### config.mk
export PLATFORM = sky130hd
export DESIGN_NAME = seg7_scan_display_flat
export DESIGN_NICKNAME = d
export VERILOG_FILES = /design/src/rtl/seg7_scan_display_pkg.sv /design/src/rtl/seg7_scan_display_if.sv /design/src/rtl/seg7_scan_display_bin2bcd.sv /design/src/rtl/seg7_scan_display.sv /design/src/flat_wrapper.sv
export SDC_FILE = /design/constraint.sdc
export NUM_CORES = 1
export LEC_CHECK = 0
export CORE_AREA = 2 2 109 133
export CTS_CLUSTER_SIZE = 28
export DETAILED_ROUTE_END_ITERATION = 16
export DIE_AREA = 0 0 111 135
export PLACE_DENSITY = 0.65
export RECOVER_POWER = 100
export SLEW_MARGIN = 20
export SYNTH_ARGS = -nofsm -noshare
export SYNTH_HDL_FRONTEND = slang
export SYNTH_SLANG_ARGS = --single-unit
export TNS_END_PERCENT = 30
### constraint.sdc
create_clock -name clock -period 3.1 [get_ports clock]
set_input_delay 0.93 -clock clock [delete_from_list [all_inputs] [get_ports clock]]
set_output_delay 0.93 -clock clock [all_outputs]
set_load 0.03 [all_outputs]
### src/rtl/seg7_scan_display_pkg.sv
// rtl/seg7_scan_display_pkg.sv - shared types, segment table and encoder for seg7_scan_display
package seg7_pkg;

  typedef enum logic {IDLE = 1'b0, CONV = 1'b1} state_t;

  localparam logic [6:0] SEG_BLANK = 7'b1111111;

  // Active-low {g,f,e,d,c,b,a} glyphs for nibble values 0..F
  localparam logic [6:0] SEG_LUT [16] = '{
    7'b1000000, 7'b1111001, 7'b0100100, 7'b0110000,
    7'b0011001, 7'b0010010, 7'b0000010, 7'b1111000,
    7'b0000000, 7'b0010000, 7'b0001000, 7'b0000011,
    7'b1000110, 7'b0100001, 7'b0000110, 7'b0001110
  };

  function automatic logic [6:0] seg7_encode(input logic [3:0] nib);
    return SEG_LUT[nib];
  endfunction

endpackage

### src/rtl/seg7_scan_display_if.sv
// rtl/seg7_scan_display_if.sv - load/display bundle between a lab block and seg7_scan_display
interface seg7_scan_display_if #(
  parameter int DIGITS = 8,
  parameter int BIN_W  = 16
);
  logic              load;
  logic [BIN_W-1:0]  value;
  logic              mode_dec;
  logic              blank_lz;
  logic              busy;
  logic [DIGITS-1:0] an;
  logic [6:0]        seg;

  modport master (output load, value, mode_dec, blank_lz, input busy, an, seg);
  modport slave  (input load, value, mode_dec, blank_lz, output busy, an, seg);
endinterface

### src/rtl/seg7_scan_display_bin2bcd.sv
// rtl/seg7_scan_display_bin2bcd.sv - sequential double-dabble, one shift-add-3 step per clock
module bin2bcd_seq #(
  parameter int BIN_W  = 16,
  parameter int DIGITS = 8
) (
  input  logic                  clock,
  input  logic                  reset_n,
  input  logic                  start,
  input  logic [BIN_W-1:0]      value,
  output logic                  done,
  output logic [4*DIGITS-1:0]   bcd
);
  import seg7_pkg::*;

  localparam int BCD_W = 4 * DIGITS;
  localparam int CNT_W = $clog2(BIN_W + 1);

  logic [BIN_W-1:0] bin_sr;
  logic [BCD_W-1:0] bcd_r;
  logic [BCD_W-1:0] bcd_adj;
  logic [CNT_W-1:0] iter;
  logic             run;

  always_comb begin
    bcd_adj = bcd_r;
    for (int i = 0; i < DIGITS; i++) begin
      if (bcd_r[4*i +: 4] >= 4'd5) bcd_adj[4*i +: 4] = bcd_r[4*i +: 4] + 4'd3;
    end
  end

  // bcd is the result of the step taken at the coming edge, so the owner can
  // capture the final value on the same edge that done is seen
  assign bcd  = {bcd_adj[BCD_W-2:0], bin_sr[BIN_W-1]};
  assign done = run && (iter == CNT_W'(BIN_W - 1));

  always_ff @(posedge clock) begin
    if (!reset_n) begin
      bin_sr <= '0;
      bcd_r  <= '0;
      iter   <= '0;
      run    <= 1'b0;
    end else if (start) begin
      bin_sr <= value;
      bcd_r  <= '0;
      iter   <= '0;
      run    <= 1'b1;
    end else if (run) begin
      bcd_r  <= bcd;
      bin_sr <= bin_sr << 1;
      iter   <= iter + CNT_W'(1);
      if (done) run <= 1'b0;
    end
  end

endmodule

### src/rtl/seg7_scan_display.sv
// rtl/seg7_scan_display.sv - multiplexed common-anode 7-segment driver with hex/decimal rendering
module seg7_scan_display #(
  parameter int DIGITS = 8,
  parameter int BIN_W  = 16,
  parameter int DIV    = 100000
) (
  input  logic                 clock,
  input  logic                 reset_n,
  seg7_scan_display_if.slave   dbus
);
  import seg7_pkg::*;

  localparam int    DISP_W  = 4 * DIGITS;
  localparam int    DIV_W   = $clog2(DIV);
  localparam int    IDX_W   = (DIGITS > 1) ? $clog2(DIGITS) : 1;
  localparam longint MAX_BIN = (longint'(1) << BIN_W) - 1;
  localparam longint DEC_CAP = longint'(10) ** DIGITS;

  if (DIGITS < 1 || DIGITS > 8 || DIV < 2 || 4*DIGITS < BIN_W || DEC_CAP <= MAX_BIN) begin : g_param_check
    $error("seg7_scan_display: DIGITS/BIN_W/DIV combination cannot be displayed");
  end

  state_t              state;
  logic [BIN_W-1:0]    value_l;
  logic                mode_l;
  logic                blank_l;
  logic [DISP_W-1:0]   disp;
  logic [DIV_W-1:0]    div_cnt;
  logic [IDX_W-1:0]    digit_idx;
  logic [DIGITS-1:0]   an_r;
  logic [6:0]          seg_r;
  logic                bcd_done;
  logic [DISP_W-1:0]   bcd_out;
  logic                conv_done;
  logic                accept;
  logic [3:0]          nib;
  logic                blank_d;

  // A load on the finishing edge of a conversion is taken, not dropped
  assign conv_done = (state == CONV) && (!mode_l || bcd_done);
  assign accept    = dbus.load && ((state == IDLE) || conv_done);

  bin2bcd_seq #(.BIN_W(BIN_W), .DIGITS(DIGITS)) u_bcd (
    .clock   (clock),
    .reset_n (reset_n),
    .start   (accept && dbus.mode_dec),
    .value   (dbus.value),
    .done    (bcd_done),
    .bcd     (bcd_out)
  );

  always_ff @(posedge clock) begin
    if (!reset_n) begin
      state   <= IDLE;
      value_l <= '0;
      mode_l  <= 1'b0;
      blank_l <= 1'b0;
      disp    <= '0;
    end else begin
      if (conv_done) begin
        disp  <= mode_l ? bcd_out : DISP_W'(value_l);
        state <= IDLE;
      end
      if (accept) begin
        value_l <= dbus.value;
        mode_l  <= dbus.mode_dec;
        blank_l <= dbus.blank_lz;
        state   <= CONV;
      end
    end
  end

  always_ff @(posedge clock) begin
    if (!reset_n) begin
      div_cnt   <= '0;
      digit_idx <= '0;
    end else if (div_cnt == DIV_W'(DIV - 1)) begin
      div_cnt   <= '0;
      digit_idx <= (digit_idx == IDX_W'(DIGITS - 1)) ? '0 : digit_idx + IDX_W'(1);
    end else begin
      div_cnt   <= div_cnt + DIV_W'(1);
    end
  end

  // Digit i is a leading zero when every nibble from i upwards is zero
  always_comb begin
    nib     = disp[{digit_idx, 2'b00} +: 4];
    blank_d = blank_l && (digit_idx != '0) && ((disp >> {digit_idx, 2'b00}) == '0);
  end

  always_ff @(posedge clock) begin
    if (!reset_n) begin
      an_r  <= '1;
      seg_r <= SEG_BLANK;
    end else begin
      an_r  <= blank_d ? '1 : ~(DIGITS'(1) << digit_idx);
      seg_r <= blank_d ? SEG_BLANK : seg7_encode(nib);
    end
  end

  assign dbus.busy = (state == CONV);
  assign dbus.an   = an_r;
  assign dbus.seg  = seg_r;

endmodule

### src/flat_wrapper.sv
// flat-port wrapper written by rule: the top's interface ports become plain ports
module seg7_scan_display_flat import seg7_pkg::*;
#(
  parameter int DIGITS = 8,
  parameter int BIN_W  = 16,
  parameter int DIV    = 100000
)
  (clock, reset_n, dbus_load, dbus_value, dbus_mode_dec, dbus_blank_lz, dbus_busy, dbus_an, dbus_seg);
  seg7_scan_display_if #(.DIGITS(DIGITS), .BIN_W(BIN_W)) dbus_i ();
  input  logic clock;
  input  logic reset_n;
  input wire logic [$bits(dbus_i.load)-1:0] dbus_load;
  input wire logic [$bits(dbus_i.value)-1:0] dbus_value;
  input wire logic [$bits(dbus_i.mode_dec)-1:0] dbus_mode_dec;
  input wire logic [$bits(dbus_i.blank_lz)-1:0] dbus_blank_lz;
  output wire logic [$bits(dbus_i.busy)-1:0] dbus_busy;
  output wire logic [$bits(dbus_i.an)-1:0] dbus_an;
  output wire logic [$bits(dbus_i.seg)-1:0] dbus_seg;
  assign dbus_i.load = dbus_load;
  assign dbus_i.value = dbus_value;
  assign dbus_i.mode_dec = dbus_mode_dec;
  assign dbus_i.blank_lz = dbus_blank_lz;
  assign dbus_busy = dbus_i.busy;
  assign dbus_an = dbus_i.an;
  assign dbus_seg = dbus_i.seg;
  seg7_scan_display #(.DIGITS(DIGITS), .BIN_W(BIN_W), .DIV(DIV)) u_core (.clock(clock), .reset_n(reset_n), .dbus(dbus_i));
endmodule
==> results of run 1 <==
synth_stat cells (all sizes together):
library cell  count  area (um2)
nor4              9       56.30
o31ai             2       15.01
and3              5       31.28
a311oi            1       8.760
a221oi            1       15.01
nand2            61       229.0
and2              5       33.78
a31oi             1       6.260
xor2             10       87.58
mux4              8       180.2
nor3b            15       112.6
clkbuf           31       116.4
o22ai             1       6.260
nand4             2       12.51
a21boi            2       18.77
inv              26       97.59
mux2              1       11.26
a22oi            15       112.6
a21oi            59       295.3
a211oi           47       352.8
o221ai            4       41.29
ha               30       375.4
nor3              5       25.02
xnor2            16       140.1
nand3            14       70.07
nor2            121       454.2
nor2b             2       12.51
nand2b           15       93.84
o2111ai           1       8.760
a211o             3       26.28
buf              13       76.32
nand3b            1       7.510
o211ai            3       32.53
and4              3       26.28
dfxtp           140        2803
o21ai            15       75.07
clkinv            1       3.750
mux2i            61       623.1
a41oi             1       27.53
layer usage:
metal,vias to the layer above,track usage,part of all wire
li1,2706,-,-
met1,2574,0.2349,0.42
met2,112,0.3705,0.52
met3,30,0.04578,0.035
met4,0,0.08542,0.023
met5,-,0,0
registers in the layout, indices dropped and copies added (netlist names), 3 cells and up:
signal               cells
u_core.dbus.an           8
u_core.dbus.seg          7
u_core.u_bcd.bin_sr     16
u_core.digit_idx         3
u_core.u_bcd.bcd_r      32
u_core.div_cnt          17
u_core.disp             32
u_core.value_l          16
u_core.u_bcd.iter        5
final timing paths:
path	start	endpoint	slack, ns	depth (start not counted)
setup / recovery	reset_n	u_core.disp[19]$_SDFFE_PN0P_	0.39	4
hold / removal	u_core.div_cnt[0]$_SDFF_PP0_	u_core.div_cnt[0]$_SDFF_PP0_	0.45	1
setup reg to reg	u_core.digit_idx[0]$_SDFFE_PN0P_	u_core.dbus.seg[0]$_SDFF_PP1_	0.44	8
hold reg to reg	u_core.div_cnt[0]$_SDFF_PP0_	u_core.div_cnt[0]$_SDFF_PP0_	0.45	1
power groups by stage:
stage / clock [mW] / combinational, mW / sequential (mW)
floorplan: 0 / 0.314 / 1.99
global placement: 0 / 0.482 / 1.97
detailed placement: 0 / 0.495 / 1.98
CTS: 1.99 / 0.497 / 1.94
global route: 2.07 / 0.532 / 1.94
finish: 1.94 / 0.481 / 1.94
logic make-up after synthesis:
kind of cell,share of synthesized area
AO/OA/AOI/OAI,0.1551
XOR/XNOR,0.03388
buffers and inverters,0.04374
AND/OR/NAND/NOR,0.1733
flip-flops,0.4170
adder cells (fa/ha/maj),0.05585
multiplexers,0.1212
stage by stage:
| stage | util | worst slack, ns | std cells |
|---|---|---|---|
| floorplan | - | 0.4200 | 751 |
| global placement | 0.5337 | 0.6095 | 930 |
| detailed placement | 0.5337 | 0.4801 | 930 |
| CTS | 0.5761 | 0.4578 | 962 |
| global route | 0.5730 | 0.2081 | 962 |
| finish | 0.5730 | 0.3888 | 962 |
area by class of cell:
type / count / area, um2 / share of cell area
timing repair buffer: 52 / 488.0 / 0.06269
tap: 171 / 214.0 / 0.02749
clock inverter: 14 / 137.6 / 0.01768
sequential: 140 / 2804 / 0.3602
clock buffer: 18 / 439.2 / 0.05642
inverter: 27 / 101.3 / 0.01302
multi-input combinational: 540 / 3600 / 0.4625
layout by cell type, fill, tap and decap left out, drive strengths merged, types with 2 or more instances in the layout:
master,instances
o21ai,15
a21oi,59
mux2i,61
dlygate4sd3,16
a21boi,2
buf,14
dfxtp,140
o211ai,3
nor2,121
nor3,5
nand4,2
inv,29
and3,5
nor4,9
and2,5
a211oi,47
xor2,10
a211o,3
mux4,8
nand2,61
o31ai,2
nand3,14
nand2b,15
xnor2,16
a22oi,15
nor3b,15
clkdlybuf4s50,20
o221ai,4
and4,3
clkinvlp,5
ha,30
clkbuf,20
clkinv,6
nor2b,2
critical path, cell delays in order:
cell	delay, ns
clkdlybuf4s50_1	0.50
inv_1	0.40
clkbuf_2	0.97
nor2_1	0.12
==> impl_metrics.py, run 1 <==
metrics = {
    "status": {
        "status": "finished clean",
    },
    "floorplanning": {
        "dieHeight_um": 135,
        "rows": 47,
        "io_pins": 37,
        "start_util": 0.4948,
        "die_w_um": 111,
        "dieArea_um2": 14990,
        "core_area_um2": 13580,
    },
    "placement": {
        "dpl.hpwl_um": 10410,
        "io_buffers": 36,
        "gp_congestion": 0.8691,
        "place_area_um2": 7249,
    },
    "global_routing": {
        "grt_max_degree": 71,
        "grt_usage": 0.2053,
        "grt_overflow": 0,
        "antenna_found_initial": 0,
        "grt_pass1_vias": 5258,
        "grt_pass1_wl_um": 24890,
    },
    "power": {
        "p_seq_frac": 0.444,
        "p_clk_frac": 0.446,
        "combPwrFrac": 0.110,
        "p_total_mw": 4.361,
        "vdd_drop_max_v": 0.0003905,
        "p_switching_mw": 1.143,
        "power.leakage_nw": 2.851,
        "p_int_mw": 3.218,
        "sw_frac_of_total": 0.2621,
        "powerDensity_nw_per_um2": 560.2,
    },
    "logic_synthesis": {
        "synth_cell_types": 48,
        "mappedNetlistArea_um2": 6721,
        "postSynthCellCount": 751,
        "ys_seq_elements": 140,
        "ys_seq_area_frac": 0.4170,
        "syn_nets": 802,
        "ys_warn_count": 0,
        "syn_area_per_cell_um2": 8.950,
    },
    "route": {
        "via_count": 5422,
        "wl_per_cell_um": 15.26,
        "firstDrtPassIters": 5,
        "routed_wl_um": 14680,
        "drcViolationCount": 0,
        "drt-initial-drc-count": 353,
        "vias_per_cell": 5.636,
        "ant_nets": 0,
    },
    "sta": {
        "setup_violations": 0,
        "fmax_ghz": 0.3688,
        "hold_viol": 0,
        "min_period_ns": 2.711,
        "finalMaxSlewViolations": 0,
        "hold_ws_ns": 0.4494,
        "finalCritPeriodShare": 0.8746,
        "rsz0062_at_grt": "no",
        "fin_setup_tns_ns": 0,
        "worst_pin_slew_ns": 1.196,
        "finalClockSkew_ns": 0.01057,
        "slew_headroom": 0.2029,
    },
    "clock_network": {
        "postCtsSetupRepairBufs": 0,
        "htreeDepth": 4,
        "cts_buffers": 17,
        "clkLatencyLatePin_ns": 0.42,
        "cts_resized": 0,
        "cts_buffer_depth": 2,
        "hold_buffers": 0,
        "cts-root-buf": "clkbuf_16",
        "cts_tree": "done",
        "clk_pin_slew_worst_paths_ns": 0.06,
        "clock-sinks": 140,
    },
    "layout": {
        "fin_nets": 829,
        "design_area_um2": 7784,
        "area_delta_synth_final_pct": 15.80,
        "nFillCells": 1191,
        "drive_above_1_share": 0.08217,
        "n_antenna_cell": 0,
    },
    "setup_path": {
        "cp.required_ns": 3.35,
        "endpoint_kind": "flip-flop",
        "arrival_ns": 2.96,
        "critPathLaunchType": "primary input",
        "crit_type": "primary input to flip-flop",
        "crit_path_max_fanout": 58,
    },
    "min_path": {
        "hold_path_class": "flip-flop to flip-flop",
    },
    "flow_run": {
        "cap_violations": 0,
    },
}
Note: power is estimated with default switching activity, not from simulation.
==> inputs of run 2 (changes only) <==
CAP_MARGIN = 30   (was default)
HOLD_SLACK_MARGIN = 0.05   (was default)
==> results of run 2 <==
No change in the layout: final DEF, timing and power equal those of run 1.
==> inputs of run 3 (changes only) <==
==> constraint.sdc (replaced) <==
create_clock -name clock -period 3.1 [get_ports clock]
set_input_delay 0.93 -clock clock [delete_from_list [all_inputs] [get_ports clock]]
set_output_delay 0.93 -clock clock [all_outputs]
set_load 0.1 [all_outputs]
==> run 3 against run 2 <==
Sequential share of layout area is 0.37 points higher. Maximum frequency down 0.77%. Clock power up 8%. Global-route usage rose by 0.18 points. Hold slack lost 0.0080 ns. Via count shrank 0.87%. First-iteration DRC count down 20%. Critical path depth unchanged. Sequential cell count stayed put. Combinational power grew 15%. Clock-buffer cell count increased by 2. Clock skew shrank 0.00092 ns.
==> impl_metrics.py, run 3 (synthesis results as in run 1) <==
metrics = {
    "status": {
        "status": "finished clean",
    },
    "global_routing": {
        "grt_usage": 0.2071,
        "antenna_found_initial": 0,
        "grt_overflow": 0,
        "grt_pass1_wl_um": 25230,
        "grt_max_degree": 72,
        "grt_pass1_vias": 5357,
    },
    "layout": {
        "fin_nets": 828,
        "drive_above_1_share": 0.07858,
        "layout_common_cells": "139 x dfxtp_1, 121 x nor2_1, 61 x nand2_1",
        "fin_cells": 960,
        "nFillCells": 1244,
        "area_delta_synth_final_pct": 14.61,
        "layout_commonest_cell": "dfxtp_1",
        "n_antenna_cell": 0,
        "top_regs": "u_core.disp x32, u_core.u_bcd.bcd_r x32, u_core.div_cnt x17",
    },
    "sta": {
        "slew_headroom": 0.02117,
        "finalClockSkew_ns": 0.009655,
        "fin_ws_ns": 0.3678,
        "min_period_ns": 2.732,
        "finalMaxSlewViolations": 0,
        "worst_pin_slew_ns": 1.468,
        "fmax_ghz": 0.3660,
        "hold_ws_ns": 0.4413,
        "setup_violations": 0,
        "finalCritPeriodShare": 0.8814,
        "fin_setup_tns_ns": 0,
        "rsz0062_at_grt": "no",
        "hold_viol": 0,
    },
    "route": {
        "routed_wl_um": 14920,
        "drt-initial-drc-count": 283,
        "drcViolationCount": 0,
        "vias_per_cell": 5.599,
        "ant_nets": 0,
        "wl_per_cell_um": 15.55,
        "firstDrtPassIters": 4,
        "via_count": 5375,
    },
    "power": {
        "combPwrFrac": 0.121,
        "vdd_drop_max_v": 0.0004209,
        "p_switching_mw": 1.192,
        "p_clk_frac": 0.456,
        "p_int_mw": 3.385,
        "power.leakage_nw": 2.844,
        "powerDensity_nw_per_um2": 594.1,
        "p_seq_frac": 0.423,
        "sw_frac_of_total": 0.2603,
    },
    "setup_path": {
        "arrival_ns": 2.96,
        "path_cells": "dlygate4sd3_1 -> inv_1 -> clkbuf_2 -> a211oi_1",
        "slowest_delay_ns": 1.08,
        "path_buf_inv": 3,
        "slowest_stage": "clkbuf_2",
        "crit_path_max_fanout": 71,
        "critPathLaunchType": "primary input",
        "critPathTopFamily": "buffers and inverters",
        "endpoint_kind": "flip-flop",
        "crit_type": "primary input to flip-flop",
        "cp.required_ns": 3.33,
    },
    "clock_network": {
        "clkLatencyLatePin_ns": 0.42,
        "hold_buffers": 0,
        "cts_resized": 0,
        "clock-sinks": 140,
        "htreeDepth": 4,
        "cts_buffer_depth": 2,
        "cts-root-buf": "clkbuf_16",
        "cts_tree": "done",
        "postCtsSetupRepairBufs": 0,
        "cts_buffers": 17,
        "clk_pin_slew_worst_paths_ns": 0.06,
    },
    "floorplanning": {
        "dieHeight_um": 135,
        "dieArea_um2": 14990,
        "core_area_um2": 13580,
        "die_w_um": 111,
        "start_util": 0.4948,
        "rows": 47,
        "io_pins": 37,
    },
    "placement": {
        "place_ws_ns": 0.3903,
        "io_buffers": 36,
        "gp_congestion": 0.8531,
        "dp.cells": 929,
        "dpl.hpwl_um": 10340,
    },
    "flow_run": {
        "cap_violations": 0,
    },
    "min_path": {
        "hold_path_class": "flip-flop to flip-flop",
    },
}
run 3: layout make-up:
type,count,area [um2],share of cell area
Clock buffer,20,466.7,0.06058
Timing Repair Buffer,51,370.4,0.04808
Tap cell,171,214.0,0.02777
Multi-Input combinational cell,540,3605,0.4679
Sequential cell,140,2804,0.3640
Clock inverter,11,142.6,0.01852
Inverter,27,101.3,0.01316
run 3: worst paths after layout:
kind | start | endpoint | slack (ns) | depth (start not counted)
hold reg to reg | u_core.div_cnt[0]$_SDFF_PP0_ | u_core.div_cnt[0]$_SDFF_PP0_ | 0.44 | 1
setup reg to reg | u_core.u_bcd.iter[0]$_SDFFE_PP0P_ | u_core.u_bcd.iter[4]$_SDFFE_PP0P_ | 0.42 | 9
hold / removal | u_core.div_cnt[0]$_SDFF_PP0_ | u_core.div_cnt[0]$_SDFF_PP0_ | 0.44 | 1
setup / recovery | reset_n | u_core.u_bcd.bin_sr[7]$_SDFFE_PN0P_ | 0.37 | 4
run 3: power groups by stage:
stage / combinational [mW] / clock [mW] / sequential (mW)
2_1_floorplan: 0.314 / 0 / 2.08
3_3_place_gp: 0.563 / 0 / 1.97
3_5_place_dp: 0.577 / 0 / 1.98
4_1_cts: 0.579 / 2.12 / 1.94
5_1_grt: 0.607 / 2.20 / 1.95
6_report: 0.554 / 2.09 / 1.94
run 3: metrics by stage:
step | cell area [um2] | utilization | total power [mW]
after CTS | 7799 | 0.5741 | 4.637
final | 7704 | 0.5671 | 4.577
after global placement | 7189 | 0.5292 | 2.535
after floorplan | 6721 | - | 2.397
after global routing | 7704 | 0.5671 | 4.751
after detailed placement | 7189 | 0.5292 | 2.552
run 3: per-layer routing:
metal,track usage,up-vias,share of wire
met3,0.04982,31,0.031
met4,0.08611,0,0.022
met2,0.3647,103,0.51
met5,0,-,0
li1,-,2690,-
met1,0.2423,2551,0.44
